$ cat src/rtl/clk_div_ctrl.sv
// clk_div_ctrl: run-time programmable clock divider with burst, stop and drain.
// Define CLK_DIV_CTRL_CNT_EN to expose the completed-period counter as period_cnt.
module clk_div_ctrl #(
    parameter int unsigned DW          = 16,
    parameter int unsigned PW          = 16,
    parameter int unsigned DEFAULT_DIV = 10
) (
    input  logic          clk,
    input  logic          rst,
    input  logic          cfg_valid,
    output logic          cfg_ready,
    input  logic [DW-1:0] cfg_div,
    input  logic [PW-1:0] cfg_pulses,
    input  logic          start,
    input  logic          stop,
    output logic          busy,
    output logic          div_out,
    output logic          edge_stb,
    output logic          done
`ifdef CLK_DIV_CTRL_CNT_EN
    ,
    output logic [PW-1:0] period_cnt
`endif
);

    typedef enum logic [1:0] {
        IDLE  = 2'd0,
        RUN   = 2'd1,
        DRAIN = 2'd2
    } state_t;

    state_t        state_q, state_d;
    logic [DW-1:0] div_q, div_d;
    logic [PW-1:0] pulses_q, pulses_d;
    logic [DW-1:0] count_q, count_d;
    logic [PW-1:0] per_q, per_d;
    logic          out_q, out_d;
    logic          stb_q, stb_d;
    logic          done_q, done_d;

    logic          tick;
    logic          fall;
    logic [PW-1:0] per_inc;
    logic          burst_end;
    logic          stop_low;

    assign tick      = (count_q == div_q - DW'(1));
    assign fall      = tick && out_q;
    assign per_inc   = per_q + PW'(1);
    assign burst_end = fall && (pulses_q != '0) && (per_inc == pulses_q);
    // A stop seen while low ends at once; the low phase is already complete.
    assign stop_low  = stop && !out_q;

    always_ff @(posedge clk) begin
        if (rst) begin
            state_q  <= IDLE;
            div_q    <= DW'(DEFAULT_DIV);
            pulses_q <= '0;
            count_q  <= '0;
            per_q    <= '0;
            out_q    <= 1'b0;
            stb_q    <= 1'b0;
            done_q   <= 1'b0;
        end else begin
            state_q  <= state_d;
            div_q    <= div_d;
            pulses_q <= pulses_d;
            count_q  <= count_d;
            per_q    <= per_d;
            out_q    <= out_d;
            stb_q    <= stb_d;
            done_q   <= done_d;
        end
    end

    always_comb begin
        state_d = state_q;
        unique case (state_q)
            IDLE: begin
                if (start) state_d = RUN;
            end
            RUN: begin
                if (burst_end || (stop && (!out_q || fall)))
                    state_d = IDLE;
                else if (stop)
                    state_d = DRAIN;
            end
            DRAIN: begin
                if (fall) state_d = IDLE;
            end
            default: state_d = IDLE;
        endcase
    end

    always_comb begin
        div_d    = div_q;
        pulses_d = pulses_q;
        count_d  = count_q;
        per_d    = per_q;
        out_d    = out_q;
        stb_d    = 1'b0;
        done_d   = 1'b0;
        unique case (state_q)
            IDLE: begin
                if (cfg_valid) begin
                    div_d    = (cfg_div == '0) ? DW'(1) : cfg_div;
                    pulses_d = cfg_pulses;
                end
                if (start) begin
                    count_d = '0;
                    per_d   = '0;
                    out_d   = 1'b0;
                end
            end
            RUN, DRAIN: begin
                done_d = (state_d == IDLE);
                if (!(state_q == RUN && stop_low)) begin
                    count_d = tick ? '0 : count_q + DW'(1);
                    if (tick) begin
                        out_d = !out_q;
                        stb_d = 1'b1;
                    end
                    if (fall) per_d = per_inc;
                end
            end
            default: ;
        endcase
    end

    assign cfg_ready = (state_q == IDLE);
    assign busy      = (state_q != IDLE);
    assign div_out   = out_q;
    assign edge_stb  = stb_q;
    assign done      = done_q;
`ifdef CLK_DIV_CTRL_CNT_EN
    assign period_cnt = per_q;
`endif

endmodule

$ cat config.mk
export PLATFORM = sky130hd
export DESIGN_NAME = clk_div_ctrl
export DESIGN_NICKNAME = d
export VERILOG_FILES = /design/src/rtl/clk_div_ctrl.sv
export SDC_FILE = /design/constraint.sdc
export NUM_CORES = 1
export LEC_CHECK = 0
export BUFFER_PORTS_ARGS = -buffer_cell sky130_fd_sc_hd__buf_2
export CORE_ASPECT_RATIO = 0.8
export CORE_MARGIN = 2
export CORE_UTILIZATION = 35
export DETAILED_ROUTE_END_ITERATION = 6
export PLACE_DENSITY = 0.48
export SLEW_MARGIN = 40
export SYNTH_ARGS = -nofsm -noshare
export SYNTH_HDL_FRONTEND = slang
export SYNTH_SLANG_ARGS = --single-unit
$ cat constraint.sdc
create_clock -name clk -period 5.33 [get_ports clk]
set_clock_uncertainty 0.1 [all_clocks]
set_input_delay 0.7995 -clock clk [delete_from_list [all_inputs] [get_ports clk]]
set_output_delay 0.7995 -clock clk [all_outputs]
set_load 0.02 [all_outputs]
==> results.cfg <==
[die]
core_area_sq_mm = 0.01147
initial_utilization_pct = 35.79
rows = 35
die_h_um = 100.9
boundaryPins = 42
dieArea_sq_mm = 0.01262
die_w_um = 125.1

[clock_network]
tritoncts = yes
cts_hold_buf = 0
cts_root_buffer = clkbuf_16
cts_setup_buffers = 0
cts_max_level = 3
clkTransAtPathRegs_ns = 0.06
cts_made_buffers = 9
numClockSinks = 69
clockBufferDepth = 2
clk-insertion-delay-late_ns = 0.34
post_cts_resized = 0

[grt]
grt_pass1_vias = 3441
grt_overflow = 0
antenna_found_initial = 0
grt_use_total_pct = 18.32
grt_max_degree = 56
grt_first_pass_wirelength_um = 18300

[worst_setup_path]
worstSetupEndpointType = flip-flop
start_kind = flip-flop
rrSetupSlack_ns = 1.65
path_cells = or4_1, or4_1, nor4b_2, a211oi_1, nor4_4, nand4_2, or4_1, a21oi_1
reg2reg_to = per_q[11]$_SDFFE_PP0P_
critical_path_class = reg2reg
critPathMaxFanout = 15
reg2reg_from = div_q[2]$_SDFFE_PP0P_
critPathArrivalTime_ns = 3.85
cp_slowest_cell = or4_1
required_ns = 5.50
rr_worst_depth = 8
cp_common_cell = or4_1
critical_path.max_stage_delay_ns = 0.64

[sta]
maxSlewHeadroom_pct = 48.15
rsz0062_at_grt = false
setup_viol = 0
worst_pin_slew_ns = 0.7706
hold_ws_ns = 0.3691
maxSlewViolCount = 0
setup_slack_ns = 1.647
fmax_ghz = 0.2715
finalCritPeriodShare_pct = 69.10
period_needed_ns = 3.683
finalSetupTns_ns = 0
hold_viol = 0

[placement]
dp_slack_ns = 1.640
dp.cells = 692
dp_hpwl_um = 8189
port_buffers = 41
gp_congestion = 0.8318

[yosys]
synth_top_family_by_area = simple AND/OR/NAND/NOR gates
synth_top_area_share_pct = 33.64
syn-cell-area_sq_mm = 0.004106
ys_seq_area_share_pct = 33.64
synth_most_common_cell = nand2_1
synthTopCellsByArea = dfxtp_1 (34%), nand2_1 (7.6%), a21oi_1 (6.8%)
synth_area_per_cell_sq_um = 7.690
ys_ff_latch = 69
synth_xor_area_share_pct = 10.66
synth-async-reset-ratio_pct = 0
synth_edf_count = 0
syn_inst = 534
synthTopCellsByCount = nand2_1 (83), dfxtp_1 (69), a21oi_1 (56)
yosys.area.top_type = dfxtp_1
synthFlopType = dfxtp_1
synth_warnings = 0
synthAdderAreaFrac_pct = 2.133
synthSimpleGateAreaFrac_pct = 32.02
syn_nets = 578
synth.mux.area_fraction_pct = 0.5180
synth.distinct_cells = 62
synth_compound_area_share_pct = 16.58

[routing]
wl_per_cell_um = 15.84
drcViolationCount = 0
ant_nets = 0
drt_pass1_iterations = 5
wl_um = 11210
drtIter0Drc = 273
vias = 3826
vias_per_cell = 5.404

[power_and_ir_drop]
powerDensity_mw_per_mm2 = 307.3
power_leakage_nw = 1.630
ir_drop_v = 0.0002066

[worst_hold_path]
holdPathStages = 2
min_to = div_q[15]$_SDFFE_PP0P_
hold_start = div_q[15]$_SDFFE_PP0P_
hp-class = reg2reg

[finish]
area_growth_syn_to_layout_pct = 15.30
diodes = 0
drive_gt1_share_pct = 13.04
final_cell_count_no_fill = 708
utilization_pct = 41.27
finalNetCount = 599

[status]
outcome = completed

[flow_run]
drv_cap = 0
==> where the power goes <==
group          internal, W  total [W]  switching [W]
clock             0.000469   0.000705       0.000236
combinational    0.0000741   0.000184       0.000110
sequential        0.000536   0.000565      0.0000298
==> flip-flops by register name, summed over array words and instances, names as in the netlist <==
name / cells
count_q: 16
div_q: 16
per_q: 16
pulses_q: 16
state_q: 2
div_out: 1
done: 1
edge_stb: 1
==> through the flow <==
step	power, W	instance area, sq um
CTS	0.001469	4728
finish	0.001455	4735
floorplan	0.0007032	4106
global route	0.001518	4735
detailed placement	0.0007620	4379
global placement	0.0007582	4370
==> layout by cell type (no fill, tap or decap), types with 3 or more instances in the layout <==
master | Yosys | layout
nor3_1 | 3 | 3
nand3b_1 | 3 | 3
buf_2 | 2 | 41
inv_1 | 11 | 11
and2_1 | 10 | 9
bufinv_16 | 0 | 3
ha_1 | 7 | 7
nand3_1 | 17 | 17
dfxtp_1 | 69 | 69
nor4_1 | 23 | 22
a21oi_1 | 56 | 56
nand4b_1 | 3 | 3
or4_1 | 7 | 7
nand2_1 | 83 | 82
nand4_1 | 16 | 16
nand2b_1 | 6 | 6
or3_1 | 13 | 13
nor2b_1 | 7 | 7
a211oi_1 | 3 | 3
nor2_1 | 38 | 38
xor2_1 | 18 | 18
xnor2_1 | 32 | 32
clkbuf_16 | 0 | 9
o21ai_0 | 21 | 21
a31oi_1 | 6 | 6
o31ai_1 | 3 | 3
and4_1 | 5 | 5
==> cell families after synthesis <==
kind of cell | after synthesis
DFF | 69
buffers and inverters | 44
adders and majority gates | 7
and+or+nand+nor | 249
muxes | 2
AOI/OAI and AO/OA | 113
xor gates and xnor gates | 50
==> worst max-delay path, delay by kind of cell, from the launching register on <==
kind,cells,cell delay (ns)
AO/OA/AOI/OAI,2,0.29
AND/OR/NAND/NOR,6,2.84
flip-flops,1,0.38
==> layer usage <==
metal	GRT usage [%]	up-vias	wire length, um
li1	-	1958	-
met5	0	-	0
met1	29.02	1759	6209
met4	5.470	0	136
met2	24.12	97	4278
met3	3.875	12	587
==> layout make-up <==
| cell class | instances | area, sq um |
|---|---|---|
| inverters | 11 | 41.29 |
| fillers | 1192 | 6739 |
| clock inverters | 6 | 110.1 |
| clock buffers | 10 | 239.0 |
| multi-input cells | 421 | 2557 |
| well taps | 148 | 185.2 |
| flip-flops and latches | 69 | 1381 |
| repair buffers | 43 | 220.2 |
==> worst max path at each step <==
stage                     cells past startpoint                endpoint  slack (ns)                   from
after floorplan                              11   per_q[8]$_SDFFE_PP0P_        2.16  div_q[3]$_SDFFE_PP1P_
after global placement                        8   per_q[7]$_SDFFE_PP0P_        1.74  div_q[2]$_SDFFE_PP0P_
after detailed placement                      8   per_q[5]$_SDFFE_PP0P_        1.64  div_q[2]$_SDFFE_PP0P_
after CTS                                     8  per_q[11]$_SDFFE_PP0P_        1.64  div_q[2]$_SDFFE_PP0P_
after global routing                         10  per_q[11]$_SDFFE_PP0P_        1.42  div_q[0]$_SDFFE_PP0P_
final                                         8  per_q[11]$_SDFFE_PP0P_        1.65  div_q[2]$_SDFFE_PP0P_
Note: power is estimated with default switching activity, not from simulation.
